### config.mk
export PLATFORM = sky130hd
export DESIGN_NAME = mem_port_arbiter
export DESIGN_NICKNAME = d
export VERILOG_FILES = /design/src/rtl/mem_port_arbiter.sv
export SDC_FILE = /design/constraint.sdc
export NUM_CORES = 1
export LEC_CHECK = 0
export CAP_MARGIN = 10
export CORE_MARGIN = 2
export CORE_UTILIZATION = 30
export CTS_CLUSTER_DIAMETER = 30
export DETAILED_ROUTE_END_ITERATION = 10
export GPL_TIMING_DRIVEN = 1
export PLACE_DENSITY = 0.68
export SLEW_MARGIN = 10
export SYNTH_ARGS = -nofsm -noshare
export SYNTH_HDL_FRONTEND = slang
export SYNTH_SLANG_ARGS = --single-unit
### constraint.sdc
create_clock -name clk -period 3.5 [get_ports clk]
set_clock_uncertainty 0.15 [all_clocks]
set_input_delay 0.7 -clock clk [delete_from_list [all_inputs] [get_ports clk]]
set_output_delay 0.7 -clock clk [all_outputs]
set_load 0.03 [all_outputs]
### src/rtl/mem_port_arbiter.sv
// mem_port_arbiter: sequences one single-ported memory between CPU and loader ports,
// one locked transaction at a time, round-robin on ties.
module mem_port_arbiter #(
  parameter int ADDR_W = 32,
  parameter int DATA_W = 32,
  parameter int MEM_LAT = 2
) (
  input  logic              clk,
  input  logic              reset,
  input  logic              cpu_req,
  input  logic              cpu_we,
  input  logic [ADDR_W-1:0] cpu_addr,
  input  logic [DATA_W-1:0] cpu_wdata,
  output logic              cpu_ready,
  input  logic              ldr_req,
  input  logic              ldr_we,
  input  logic [ADDR_W-1:0] ldr_addr,
  input  logic [DATA_W-1:0] ldr_wdata,
  output logic              ldr_ready,
  output logic [DATA_W-1:0] rdata,
  output logic              busy,
  output logic              gnt_ldr,
  output logic              mem_en,
  output logic              mem_we,
  output logic [ADDR_W-1:0] mem_addr,
  output logic [DATA_W-1:0] mem_wdata,
  input  logic [DATA_W-1:0] mem_rdata
);
  typedef enum logic [1:0] {IDLE, ACCESS, WAIT, RESP} state_t;
  localparam logic [3:0] LAT = 4'(MEM_LAT);
  state_t state;
  logic last_gnt, we_q, pick_ldr;
  logic [3:0] cnt;
  // loader wins if alone, or on a tie when the CPU took the previous grant
  assign pick_ldr = ldr_req && (!cpu_req || !last_gnt);
  assign busy = state != IDLE;
  assign mem_en = state == ACCESS;
  assign mem_we = state == ACCESS && we_q;
  assign cpu_ready = state == RESP && !gnt_ldr;
  assign ldr_ready = state == RESP && gnt_ldr;
  always_ff @(posedge clk or posedge reset)
    if (reset) begin
      state <= IDLE;
      last_gnt <= 1'b1;
      gnt_ldr <= 1'b0;
      we_q <= 1'b0;
      cnt <= '0;
      mem_addr <= '0;
      mem_wdata <= '0;
      rdata <= '0;
    end else begin
      case (state)
        IDLE:
          if (cpu_req || ldr_req) begin
            last_gnt <= pick_ldr;
            gnt_ldr <= pick_ldr;
            we_q <= pick_ldr ? ldr_we : cpu_we;
            mem_addr <= pick_ldr ? ldr_addr : cpu_addr;
            mem_wdata <= pick_ldr ? ldr_wdata : cpu_wdata;
            state <= ACCESS;
          end
        ACCESS: begin
          cnt <= LAT;
          state <= we_q ? RESP : WAIT;
        end
        WAIT: begin
          cnt <= cnt - 4'd1;
          if (cnt == 4'd1) begin
            rdata <= mem_rdata;
            state <= RESP;
          end
        end
        RESP: state <= IDLE;
      endcase
    end
endmodule

# Word-level counts from Yosys, hierarchy flattened
# Index checks and enable logic that the tools add are counted.
dict set report classes {
  n_addsub 1
  n_reduce_logical 15
  n_mux 8
  eq_ne 6
}
# operator count
set op_table {}
lappend op_table {{$mux W32} 2}
lappend op_table {{$pmux W2 S4} 1}
lappend op_table {{$pmux W4 S2} 1}
lappend op_table {{$reduce_and A2 Y1} 3}
lappend op_table {{$eq A2 B2 Y1 const B} 2}
lappend op_table {{$eq A4 B1 Y1 const B} 1}
lappend op_table {{$logic_and A1 B1 Y1} 4}
lappend op_table {{$mux W2} 2}
lappend op_table {{$ne A2 B2 Y1 const B} 2}
lappend op_table {{$reduce_bool A2 Y1} 2}
lappend op_table {{$sub A4 B1 Y4 const B} 1}
lappend op_table {{$logic_not A1 Y1} 3}
lappend op_table {{$eq A2 B1 Y1 const B} 1}
lappend op_table {{$logic_not A2 Y1} 1}
lappend op_table {{$logic_or A1 B1 Y1} 2}
lappend op_table {{$mux W1} 2}
dict set report word_totals {
  elab_cells 38
  out_inout_bits 102
  ff_bits 105
}

# Depth between registers and ports, before layout
dict set report depth {
  word_depth 4
  depth_mapped 7
  mapped_depth_nobuf 5
}

# Least setup slack after synthesis
# OpenSTA, ideal clock, no wires.
dict set report synth_path {
  path_type {register to output}
  from {register state[1]}
  to {output mem_we}
  t_arrival_ns 1.195
  stages_incl_launch_ff 4
  n_path_buf 0
  path_slack_ns 1.455
  required_ns 2.650
  path_cell_list {dfrtp_1 > inv_1 > ha_1 > and2_1}
}
dict set report synth_via {
  elab_chain_cells 2
}
# item line
set synth_rtl {}
lappend synth_rtl {{start: declaration} 31} ;# state_t state;
lappend synth_rtl {{start signal: assignment} 64} ;# state <= we_q ? RESP : WAIT;
lappend synth_rtl {{$eq A2 B1 Y1} --}
lappend synth_rtl {{named net mem_en} 23} ;# output logic mem_en,
lappend synth_rtl {{$logic_and A1 B1 Y1} 38} ;# assign mem_we = state == ACCESS && we_q;
lappend synth_rtl {{end: declaration} 24} ;# output logic mem_we,
# The timed path passes the listed nets, and every way through them passes these cells.

# Final worst setup path
dict set report layout_path {
  from {register state[1]}
  to {output mem_we}
}
dict set report layout_via {
  elab_chain_cells 2
}
# item line
set layout_rtl {}
lappend layout_rtl {{$eq A2 B1 Y1} 38}
lappend layout_rtl {{$logic_and A1 B1 Y1} 38}
# Every way passes these cells.

==> results.md <==
CTS:
- The clock reaches the later pin of the worst-skew pair after 0.34 ns.
- The number of hold buffers added after CTS was 0.
- The clock passes through at most 2 buffers.
- The CTS tree is yes.
- The clock net in this run drives a total of 105 sinks.
- The H-tree level count is 3.
- The number of setup buffers added after CTS is 0.
- The post-cts resize count is 0.
- TritonCTS created 9 clock buffers.
- The cell sitting at the root of the clock tree is a sky130_fd_sc_hd__clkbuf_16.
- The clock-pin slew of the registers on the worst-case setup and hold paths is 0.08 ns.

Min path:
- The path with the worst hold slack has its endpoint at rdata[26]$_DFFE_PP0P_.
- The startpoint of the most critical hold path is rdata[26]$_DFFE_PP0P_.
- The worst hold path stage count is 1.
- The classification of the worst-slack hold path is reg2reg.

Synth:
- The post-synthesis instance area is 4765 sq um.
- The number of standard cells after synthesis is 477.
- The fraction of synthesized cell area taken by the top area cell type is 54.62%.
- The flop and latch count out of synthesis is 105.
- The average instance area after synthesis is 9.989 sq um.
- The net count after synthesis is 650.
- After synthesis, the cell types taking the most area are sky130_fd_sc_hd__dfrtp_1 55%, sky130_fd_sc_hd__a21oi_1 14%, sky130_fd_sc_hd__mux2_4 9.5%.
- The share of the Yosys chip area taken by registers is 55.17%.
- The largest total area in the synthesized netlist belongs to sky130_fd_sc_hd__dfrtp_1.
- Counting distinct cell types in the post-synthesis netlist gives 34.
- The number of synthesis warnings is 0.

Placement:
- The HPWL after detailed placement is 10.80 mm.
- The final weighted congestion in routability-driven placement is 0.7820.
- The number of port buffers is 267.

Drt:
- The total via count in the routed design is 4433.
- After detailed routing, the number of remaining DRC violations is 0.
- The total wirelength of the detailed-routed design is 15.00 mm.
- Once detail routing completed, the nets flagged for antenna violations numbered 0.
- Dividing the detail-routed wire length by the instance count gives 15.76 microns.
- For this run, the detailed router's first-pass iteration total came to 4.
- After detailed routing, the number of vias per cell comes to 4.657.
- The first routing iteration left 156 violations.

Power:
- For this design the ratio of total power to cell area is 925.7 nW/um^2.
- In this run, flip-flops and latches consume 29.8% of the power.
- Cell internal power was estimated by the tool at 4.211 mW.
- Of the total power, combinational logic draws 56.5%.
- In this run the static leakage power is 3.353 nW.
- The design draws 7.358 mW.
- The worst-case IR drop observed on VDD is 0.3899 mV.
- The switching share of total power is 42.77%.
- For this design the total switching power over the nets is 3.147 mW.
- The clock network power share is 13.7%.

STA:
- The peak clock frequency supported by timing is 0.3610 GHz.
- The final number of hold-violating endpoints is 0.
- The final-report max-slew violation count came to 0.
- In this run the tightest slew margin relative to its limit is 39.43%.
- The final critical delay including setup and external delays is 2.770 ns.
- Setup repair after global routing left no endpoint under its margin.
- For the final routed database, the setup TNS stands at 0 ns.
- The pin slew with the least headroom to its limit is 0.9066 ns.
- Hold timing on the final database bottoms out at a slack of 0.3493 ns.
- The number of endpoints failing setup at the final stage is 0.
- The final critical-path share of the clock period is 79.14%.

Layout:
- The layout net count is 904.
- The fraction of layout cells with a size suffix above 1 is 8.560%.
- The number of diodes added for antenna fixing is 0.
- The layout overhead on the synthesized area is 66.83%.
- The library cell used most frequently in the layout, excluding fill and tap cells, is sky130_fd_sc_hd__clkdlybuf4s50_1.
- The library cells used most frequently in the layout, excluding fill and tap cells, are 267 x sky130_fd_sc_hd__clkdlybuf4s50_1, 132 x sky130_fd_sc_hd__a21oi_1, 104 x sky130_fd_sc_hd__dfrtp_1.

Setup path:
- In this run the worst setup path begins at state[1]$_DFFE_PP0P_.
- The delay contributed by the slowest stage of the critical path is 0.70 ns.
- The critical path data required time is 2.65 ns.
- The type of the worst setup path is reg2out.
- The maximum net fanout on the critical path is 5.
- In this run the critical register-to-register path is captured at rdata[27]$_DFFE_PP0P_.
- On the critical path the largest part of the delay comes from buffers and inverters.
- The critical path contains buffers and inverters numbering 2 combined.
- Walking the worst path, the cells encountered are inv_1 > ha_1 > and2_1 > clkdlybuf4s50_1.
- The largest individual stage delay along the critical path comes from the cell sky130_fd_sc_hd__clkdlybuf4s50_1.
- STA classifies the critical path endpoint as a primary output.
- The minimum setup slack among reg-to-reg paths is 1.18 ns.
- Data on the critical path arrives at its endpoint at 1.92 ns.
- STA classifies the critical path startpoint as a flip-flop.
- Measured in cells, the most critical reg-to-reg path has a length of 5.
- The startpoint identified for the worst register-to-register timing path is state[0]$_DFFE_PP0P_.

Die:
- From bottom edge to top edge, the die measures 130.0 microns.
- The area inside the core boundary is 15710 sq um.
- The floorplan step set the die width to 130.0 microns.
- The die area is 16910 sq um.
- The number of placed I/O pins is 268.
- Once the floorplan was initialized, standard cells occupied 30.32% of the core.
- The standard-cell row count is 46.

Global route:
- The global-route wire length before repair is 23.18 mm.
- The aggregate global routing overflow is 0.
- Entering global routing, the biggest net connects 67 pins.
- The via count of the first global-routing pass is 4554.
- For this run, the total global-route usage over all layers was measured as 17.66%.
- The number of antenna violations at the first check in global routing is 0.

Status:
- The flow ran to the end, and the final reports show no timing, DRC or antenna violations.

Run:
- Across the run, the number of max-cap violations was 0.
==> worst max-delay path by stage <==
stage	endpoint	slack, ns	cells after the start
5_1_grt	mem_we	0.63	4
4_1_cts	mem_we	0.69	4
3_5_place_dp	mem_addr[13]$_DFFE_PP0P_	0.99	5
2_1_floorplan	cnt[0]$_DFFE_PP0P_	1.39	1
3_3_place_gp	mem_addr[30]$_DFFE_PP0P_	1.07	5
6_report	mem_we	0.73	4
==> routing by layer <==
metal | GRT usage, % | wire length (microns) | vias up
li1 | - | - | 2111
met1 | 21.10 | 6130 | 2093
met2 | 30.43 | 7308 | 205
met3 | 4.674 | 1181 | 24
met4 | 6.958 | 381 | 0
met5 | 0 | 0 | -
==> power groups by stage <==
stage                     clock network [mW]  logic, mW  registers, mW
after floorplan                            0       1.30           3.30
after global placement                     0       4.11           2.17
after detailed placement                   0       4.18           2.21
after CTS                               1.04       4.20           2.20
after global routing                    1.10       4.45           2.27
final                                   1.01       4.16           2.19
==> registers in the layout, indices dropped and copies added (netlist names) <==
| register | count |
|---|---|
| mem_addr | 32 |
| mem_wdata | 32 |
| rdata | 32 |
| cnt | 4 |
| state | 2 |
| gnt_ldr | 1 |
| last_gnt | 1 |
| we_q | 1 |
==> stage by stage <==
step	cells	utilization (%)	area [sq um]	setup WS (ns)
floorplan	477	-	4768	1.391
global placement	936	48.70	7652	1.068
detailed placement	936	48.70	7652	0.9911
CTS	952	50.59	7949	0.6934
global route	952	50.59	7949	0.6289
finish	952	50.59	7949	0.7301
==> kinds of logic after synthesis <==
family	after synthesis	synth area share [%]
compound gates	145	15.78
fa+ha+maj	7	1.838
buf+inv	42	4.648
flops	105	55.17
mux	33	10.16
simple gates	145	12.40
==> layout make-up <==
class                   instances  area, sq um
clock buffers                  10        229.0
inverters                       9        37.54
repair buffers                276         2778
fillers                      1411         7764
flip-flops and latches        105         2629
clock inverters                 6        67.56
multi-input cells             330         1938
well taps                     216        270.3
==> cells in the mapped netlist <==
| master | n |
|---|---|
| sky130_fd_sc_hd__a21oi_1 | 132 |
| sky130_fd_sc_hd__mux2_2 | 1 |
| sky130_fd_sc_hd__o21a_1 | 1 |
| sky130_fd_sc_hd__clkbuf_1 | 17 |
| sky130_fd_sc_hd__buf_1 | 3 |
| sky130_fd_sc_hd__nor2b_1 | 1 |
| sky130_fd_sc_hd__buf_2 | 9 |
| sky130_fd_sc_hd__a31oi_1 | 2 |
| sky130_fd_sc_hd__nor2_1 | 67 |
| sky130_fd_sc_hd__a21bo_2 | 1 |
| sky130_fd_sc_hd__a21boi_1 | 1 |
| sky130_fd_sc_hd__nand3b_1 | 1 |
| sky130_fd_sc_hd__buf_4 | 1 |
| sky130_fd_sc_hd__o221ai_1 | 1 |
| sky130_fd_sc_hd__or3b_4 | 1 |
| sky130_fd_sc_hd__o21ai_1 | 1 |
| sky130_fd_sc_hd__mux2_4 | 30 |
| sky130_fd_sc_hd__mux2_1 | 2 |
| sky130_fd_sc_hd__buf_12 | 3 |
| sky130_fd_sc_hd__and2_1 | 2 |
| sky130_fd_sc_hd__a211oi_1 | 1 |
| sky130_fd_sc_hd__nand3_1 | 3 |
| sky130_fd_sc_hd__nor3_1 | 1 |
| sky130_fd_sc_hd__o21ai_0 | 3 |
| sky130_fd_sc_hd__a2bb2oi_1 | 1 |
| sky130_fd_sc_hd__nor2_8 | 1 |
| sky130_fd_sc_hd__o2bb2ai_1 | 1 |
| sky130_fd_sc_hd__or3_1 | 1 |
| sky130_fd_sc_hd__inv_1 | 9 |
| sky130_fd_sc_hd__nand2_1 | 66 |
| sky130_fd_sc_hd__dfstp_2 | 1 |
| sky130_fd_sc_hd__dfrtp_1 | 104 |
| sky130_fd_sc_hd__ha_1 | 7 |
| sky130_fd_sc_hd__nor3b_1 | 1 |
(Power assumes the default switching activity.)
